**src/rtl/ekf_pkg.sv**
```systemverilog
`default_nettype none
// ============================================================================
// Module : ekf_pkg
// Brief  : Stage codes, status codes and scheduler state encoding for the
//          EKF-SLAM stage sequencer.
// Rev    : 1.0 - initial release
// ============================================================================
package ekf_pkg;

  localparam logic [2:0] STAGE_IDLE  = 3'd0;
  localparam logic [2:0] STAGE_PRD   = 3'd1;
  localparam logic [2:0] STAGE_NEW   = 3'd2;
  localparam logic [2:0] STAGE_UPD   = 3'd3;
  localparam logic [2:0] STAGE_ASSOC = 3'd4;

  localparam logic [1:0] STS_OK  = 2'd0;
  localparam logic [1:0] STS_REJ = 2'd1;
  localparam logic [1:0] STS_TO  = 2'd2;

  typedef enum logic [2:0] {
    S_IDLE   = 3'd0,
    S_CHECK  = 3'd1,
    S_ISSUE  = 3'd2,
    S_WAIT   = 3'd3,
    S_REPORT = 3'd4
  } sched_state_e;

  function automatic logic stage_known(input logic [2:0] stage);
    return (stage != STAGE_IDLE) && (stage <= STAGE_ASSOC);
  endfunction

endpackage
`default_nettype wire

```
**src/rtl/ekf_cmd_fifo.sv**
```systemverilog
`default_nettype none
// ============================================================================
// Module : ekf_cmd_fifo
// Brief  : Synchronous command FIFO with full/empty flags (DEPTH power of 2).
// Rev    : 1.0 - initial release
// ============================================================================
module ekf_cmd_fifo #(
  parameter int WIDTH = 13,
  parameter int DEPTH = 4
) (
  input  logic             clk,
  input  logic             rst_n,
  input  logic             push,
  input  logic [WIDTH-1:0] wr_data,
  input  logic             pop,
  output logic [WIDTH-1:0] rd_data,
  output logic             full,
  output logic             empty
);

  localparam int AW = (DEPTH > 1) ? $clog2(DEPTH) : 1;

  logic [WIDTH-1:0] r_mem [DEPTH];
  logic [AW-1:0]    r_wr_ptr;
  logic [AW-1:0]    r_rd_ptr;
  logic [AW:0]      r_count;
  logic             w_push;
  logic             w_pop;

  assign full    = (r_count == (AW+1)'(DEPTH));
  assign empty   = (r_count == '0);
  assign w_push  = push & ~full;
  assign w_pop   = pop & ~empty;
  assign rd_data = r_mem[r_rd_ptr];

  // Pointers are exactly log2(DEPTH) wide, so they wrap modulo DEPTH.
  always_ff @(posedge clk or negedge rst_n) begin
    if (!rst_n) begin
      r_wr_ptr <= '0;
      r_rd_ptr <= '0;
      r_count  <= '0;
    end else begin
      if (w_push) r_wr_ptr <= r_wr_ptr + AW'(1);
      if (w_pop)  r_rd_ptr <= r_rd_ptr + AW'(1);
      case ({w_push, w_pop})
        2'b10:   r_count <= r_count + (AW+1)'(1);
        2'b01:   r_count <= r_count - (AW+1)'(1);
        default: r_count <= r_count;
      endcase
    end
  end

  always_ff @(posedge clk) begin
    if (w_push) r_mem[r_wr_ptr] <= wr_data;
  end

endmodule
`default_nettype wire

```
**src/rtl/ekf_stage_sched.sv**
```systemverilog
`default_nettype none
// ============================================================================
// Module : ekf_stage_sched
// Brief  : Buffers host stage commands and drives the EKF core stage_val /
//          stage_rdy handshake, one operation at a time, with status report.
//          Optional macro EKF_SCHED_PERF_EN adds perf_cyc / perf_ovf.
// Rev    : 1.0 - initial release
// ============================================================================
module ekf_stage_sched
  import ekf_pkg::*;
#(
  parameter int ROW_LEN    = 10,
  parameter int LM_MAX     = 1000,
  parameter int FIFO_DEPTH = 4,
  parameter int VAL_HOLD   = 2,
  parameter int TO_CYC     = 4096,
  parameter int TO_W       = 13
) (
  input  logic               clk,
  input  logic               sys_rst_n,
  input  logic               cmd_val,
  output logic               cmd_rdy,
  input  logic [2:0]         cmd_stage,
  input  logic [ROW_LEN-1:0] cmd_lk,
  output logic [2:0]         stage_val,
  input  logic [2:0]         stage_rdy,
  output logic [ROW_LEN-1:0] l_k,
  output logic [ROW_LEN-1:0] landmark_num,
  output logic               busy,
  output logic               sts_val,
  output logic [2:0]         sts_stage,
  output logic [1:0]         sts_code
`ifdef EKF_SCHED_PERF_EN
  ,
  output logic [31:0]        perf_cyc,
  output logic               perf_ovf
`endif
);

  sched_state_e         r_state;
  sched_state_e         w_next;
  logic [2:0]           r_stage;
  logic [ROW_LEN-1:0]   r_lk;
  logic [ROW_LEN-1:0]   r_l_k;
  logic [ROW_LEN-1:0]   r_lm_num;
  logic [1:0]           r_code;
  logic [TO_W-1:0]      r_to_cnt;
  logic                 r_match;
  logic                 w_pop;
  logic                 w_full;
  logic                 w_empty;
  logic [ROW_LEN+2:0]   w_head;
  logic                 w_reject;
  logic                 w_rdy_hit;
  logic                 w_match;
  logic                 w_hold_done;
  logic                 w_timeout;

  ekf_cmd_fifo #(
    .WIDTH (ROW_LEN + 3),
    .DEPTH (FIFO_DEPTH)
  ) u_fifo (
    .clk     (clk),
    .rst_n   (sys_rst_n),
    .push    (cmd_val),
    .wr_data ({cmd_stage, cmd_lk}),
    .pop     (w_pop),
    .rd_data (w_head),
    .full    (w_full),
    .empty   (w_empty)
  );

  assign cmd_rdy      = ~w_full;
  assign l_k          = r_l_k;
  assign landmark_num = r_lm_num;

  assign w_reject = !stage_known(r_stage)
                  || ((r_stage == STAGE_NEW) && (r_lm_num == ROW_LEN'(LM_MAX)))
                  || (((r_stage == STAGE_UPD) || (r_stage == STAGE_ASSOC)) && (r_lk >= r_lm_num));

  // A completion seen during ISSUE is remembered so WAIT can honour it.
  assign w_rdy_hit   = (stage_rdy == r_stage);
  assign w_match     = r_match | w_rdy_hit;
  assign w_hold_done = (r_to_cnt == TO_W'(VAL_HOLD - 1));
  assign w_timeout   = (r_to_cnt == TO_W'(TO_CYC - 1));

  always_ff @(posedge clk or negedge sys_rst_n) begin
    if (!sys_rst_n) r_state <= S_IDLE;
    else            r_state <= w_next;
  end

  always_comb begin
    w_next    = r_state;
    w_pop     = 1'b0;
    stage_val = STAGE_IDLE;
    sts_val   = 1'b0;
    sts_stage = 3'd0;
    sts_code  = 2'd0;
    busy      = (r_state != S_IDLE);
    case (r_state)
      S_IDLE: begin
        if (!w_empty) begin
          w_pop  = 1'b1;
          w_next = S_CHECK;
        end
      end
      S_CHECK:  w_next = w_reject ? S_REPORT : S_ISSUE;
      S_ISSUE: begin
        stage_val = r_stage;
        if (w_hold_done) w_next = S_WAIT;
      end
      S_WAIT: begin
        if (w_match || w_timeout) w_next = S_REPORT;
      end
      S_REPORT: begin
        sts_val   = 1'b1;
        sts_stage = r_stage;
        sts_code  = r_code;
        w_next    = S_IDLE;
      end
      default:  w_next = S_IDLE;
    endcase
  end

  // One counter times both the stage_val hold and the stage_rdy timeout.
  always_ff @(posedge clk or negedge sys_rst_n) begin
    if (!sys_rst_n) begin
      r_stage  <= 3'd0;
      r_lk     <= '0;
      r_l_k    <= '0;
      r_lm_num <= '0;
      r_code   <= 2'd0;
      r_to_cnt <= '0;
      r_match  <= 1'b0;
    end else begin
      case (r_state)
        S_IDLE: begin
          if (w_pop) {r_stage, r_lk} <= w_head;
        end
        S_CHECK: begin
          if (w_reject) begin
            r_code <= STS_REJ;
          end else begin
            r_l_k    <= r_lk;
            r_to_cnt <= '0;
            r_match  <= 1'b0;
          end
        end
        S_ISSUE: begin
          r_to_cnt <= r_to_cnt + TO_W'(1);
          if (w_rdy_hit) r_match <= 1'b1;
        end
        S_WAIT: begin
          r_to_cnt <= r_to_cnt + TO_W'(1);
          if (w_match) begin
            r_code <= STS_OK;
            if (r_stage == STAGE_NEW) r_lm_num <= r_lm_num + ROW_LEN'(1);
          end else if (w_timeout) begin
            r_code <= STS_TO;
          end
        end
        default: ;
      endcase
    end
  end

`ifdef EKF_SCHED_PERF_EN
  logic [31:0] r_perf_cnt;
  logic [31:0] r_perf_cyc;
  logic        r_perf_ovf;

  assign perf_cyc = r_perf_cyc;
  assign perf_ovf = r_perf_ovf;

  always_ff @(posedge clk or negedge sys_rst_n) begin
    if (!sys_rst_n) begin
      r_perf_cnt <= '0;
      r_perf_cyc <= '0;
      r_perf_ovf <= 1'b0;
    end else begin
      case (r_state)
        S_CHECK: begin
          r_perf_cnt <= '0;
          if (w_reject) begin
            r_perf_cyc <= '0;
            r_perf_ovf <= 1'b0;
          end
        end
        S_ISSUE: begin
          if (r_perf_cnt != '1) r_perf_cnt <= r_perf_cnt + 32'd1;
        end
        S_WAIT: begin
          if (r_perf_cnt != '1) r_perf_cnt <= r_perf_cnt + 32'd1;
          if (w_match || w_timeout) begin
            r_perf_cyc <= r_perf_cnt;
            r_perf_ovf <= &r_perf_cnt;
          end
        end
        default: ;
      endcase
    end
  end
`endif

endmodule
`default_nettype wire

```
**config.mk**
```make
export PLATFORM = sky130hd
export DESIGN_NAME = ekf_stage_sched
export DESIGN_NICKNAME = d
export VERILOG_FILES = /design/src/rtl/ekf_pkg.sv /design/src/rtl/ekf_cmd_fifo.sv /design/src/rtl/ekf_stage_sched.sv
export SDC_FILE = /design/constraint.sdc
export NUM_CORES = 1
export LEC_CHECK = 0
export ABC_CLOCK_PERIOD_IN_PS = 2900
export CORE_MARGIN = 2
export CORE_UTILIZATION = 51
export CTS_CLUSTER_DIAMETER = 100
export DETAILED_ROUTE_END_ITERATION = 6
export HOLD_SLACK_MARGIN = 0.03
export PLACE_DENSITY_LB_ADDON = 0.1
export RECOVER_POWER = 50
export REMOVE_ABC_BUFFERS = 1
export SYNTH_ARGS = -nofsm -noshare
export SYNTH_HDL_FRONTEND = slang
export SYNTH_SLANG_ARGS = --single-unit
```
**constraint.sdc**
```tcl
create_clock -name clk -period 2.9 [get_ports clk]
set_clock_uncertainty 0.2 [all_clocks]
set_input_delay 0.435 -clock clk [delete_from_list [all_inputs] [get_ports clk]]
set_output_delay 0.435 -clock clk [all_outputs]
set_load 0.05 [all_outputs]
```
==> flow_summary_export.csv <==
group,metric,value,unit
global_route,grt_pass1_vias,2919,
clock_network,clkSlewWorstSetupHoldPaths,0.11,ns
placed_design,numPlacedInstances,543,
die,die_h,103,um
worst_setup_path,arrival,2.12,ns
global_route,grt_pass1_wl,14800,um
global_route,grt_max_degree,25,
die,die_x,103,um
clock_network,htree_levels,3,
global_route,overflow,0,
die,die_area,10600,um^2
finish,finalNonFillerCells,560,
placed_design,hpwl,6700,um
finish,fin_util,0.614,
power,power_frac_comb,0.442,
logic_synthesis,synth_seq_area_share,0.605,
logic_synthesis,async_flop_share,0.532,
worst_hold_path,holdCritPathClass,"flop to flop",
clock_network,cts_buffers,9,
power,leakagePower,2.35,nW
power,pwr-share-seq,0.405,
placed_design,globalplace.congestion,0.770,
finish,final_common_cell,"dfrtp_1",
clock_network,clock_latency,0.36,ns
power,power,6.08,mW
finish,area_growth,18.0,%
worst_setup_path,r2r_setup_slack,0.34,ns
global_route,globalRouteTotalUtil,0.185,
sta,hold_ws,0.303,ns
drt,viasPerCell,5.43,
drt,first_pass_iters,4,
drt,drt-total-wl,9270,um
power,irDropWorstVdd,0.444,mV
finish,antenna_cells,0,
drt,first_iter_violations,120,
clock_network,cts-root-buf,"clkbuf_8",
clock_network,post_cts_buffers,0,
logic_synthesis,syn_inst,358,
worst_hold_path,whs_path_depth,1,
worst_setup_path,crit_fanout,7,
drt,route.detailed.drc,0,
power,internal-power,3.65,mW
sta,setup-violations-final,0,
job,drv_cap,0,
sta,period_share,0.951,
finish,drive_gt1_frac,0.173,
logic_synthesis,syn_area_per_cell,14.0,um^2
worst_setup_path,r2r_cells,8,
clock_network,clock_path_buffers,2,
logic_synthesis,syn_area,5020,um^2
placed_design,io_buffers,49,
clock_network,clock_sinks,111,
power,power_density,1030,nW/um^2
die,coreArea,9640,um^2
clock_network,cts_tree,"yes",
die,ioPinCount,50,
power,power.share.clock,0.153,
power,netSwitchingFraction,0.400,
sta,worst_pin_slew,1.38,ns
worst_setup_path,start_kind,"flop",
drt,avgRoutedWirePerCell,16.6,um
logic_synthesis,synth_edf_count,52,
logic_synthesis,synth_ff_type,"dfrtp_1",
logic_synthesis,synth.distinct_cells,52,
drt,vias,3041,
run_status,status,"finished, final reports clean",
finish,final_nets,461,
sta,slew_headroom,0.0830,
sta,max_freq,362,MHz
die,placementRows,36,
sta,hold_viol,0,
sta,finalMaxSlewViolations,0,
global_route,antenna_found_initial,0,
power,power.switching,2.43,mW
logic_synthesis,synth-seq-cells,111,
worst_setup_path,worstSetupPathType,"flop to output pin",
worst_setup_path,critPathRequiredTime,2.27,ns
finish,most-common-layout-cells,"dfrtp_1, edfxtp_1, clkdlybuf4s50_1",
logic_synthesis,yosysWarnings,0,
worst_setup_path,endpoint_kind,"output pin",
sta,fin_crit,2.76,ns
die,initial_core_util,0.521,
drt,final_antenna_net_count,0,
-- flip-flops by register name, summed over array words and instances (netlist names) --
signal	flops
u_fifo.r_mem	52
r_to_cnt	13
l_k	10
landmark_num	10
r_lk	10
r_stage	3
r_state	3
u_fifo.r_count	3
r_code	2
u_fifo.r_rd_ptr	2
u_fifo.r_wr_ptr	2
r_match	1
-- power by group through the flow --
stage	Sequential [mW]	Clock, mW	Combinational, mW
global placement	2.49	0	2.67
global route	2.52	1.02	2.95
CTS	2.47	0.965	2.74
finish	2.47	0.928	2.69
detailed placement	2.50	0	2.73
floorplan	2.78	0	1.53
-- per-stage QoR --
stage          setup TNS [ns]  setup WS [ns]  cell area, um^2
5_1_grt               -0.0156        -0.0156             5920
6_report                    0          0.141             5920
3_5_place_dp                0          0.350             5720
2_1_floorplan           -6.03         -0.390             4950
3_3_place_gp                0          0.395             5720
4_1_cts                     0         0.0184             5930
-- layer usage --
layer | up-vias | GRT usage | part of all wire
li1 | 1437 | - | -
met1 | 1536 | 0.261 | 0.46
met2 | 66 | 0.299 | 0.49
met3 | 2 | 0.0376 | 0.039
met4 | 0 | 0.0425 | 0.0045
met5 | - | 0 | 0
-- worst max-delay path, stage by stage (launching register included) --
cell	delay, ns
dfrtp_1	0.53
inv_1	0.16
nor3_1	0.23
clkdlybuf4s50_1	0.84
-- synthesized netlist by cell type (9+ instances only) --
cell type / n / share of area
nand2_1: 19 / 0.014
mux4_2: 13 / 0.058
xnor2_1: 16 / 0.028
inv_1: 21 / 0.016
dfrtp_1: 59 / 0.29
nand4_1: 11 / 0.014
edfxtp_1: 52 / 0.31
o21ai_0: 9 / 0.0090
xor2_1: 11 / 0.019
mux2_2: 12 / 0.027
ha_1: 19 / 0.047
nor2_1: 17 / 0.013
nand3_1: 9 / 0.0090
-- repair_timing --
item | CTS | global route
gates resized for setup | 0 | 2
endpoints found under the setup margin | 0 | 2
hold buffers | 1 | 0
endpoints found under the hold margin | 22 | 0
-- path summary, 6_finish.rpt --
| kind | startpoint | end |
|---|---|---|
| max in group asynchronous | sys_rst_n | r_to_cnt[7] |
| min reg2reg | u_fifo.r_count[2] | u_fifo.r_count[2] |
| min in group asynchronous | sys_rst_n | l_k[1] |
| min | u_fifo.r_count[2] | u_fifo.r_count[2] |
| max reg2reg | landmark_num[9] | l_k[2] |
| max | r_stage[0] | stage_val[0] |
-- cells by family (layout without fill, tap and decap cells) --
kind of cell	after synthesis	in the layout	share of synthesized area
adder cells (fa/ha/maj)	20	20	0.0514
flip-flops	111	111	0.605
XOR/XNOR	27	27	0.0471
buffers and inverters	32	101	0.0289
AO/OA/AOI/OAI	35	35	0.0491
multiplexers	33	33	0.109
AND/OR/NAND/NOR	100	100	0.109
-- cell type report --
type / instances / area (um^2)
Fill cell: 794 / 3720
Sequential cell: 111 / 3040
Multi-Input combinational cell: 215 / 1840
Timing Repair Buffer: 64 / 591
Tap cell: 133 / 166
Clock buffer: 9 / 124
Clock inverter: 7 / 82.6
Inverter: 21 / 78.8
Power figures use the tool's default switching activity.
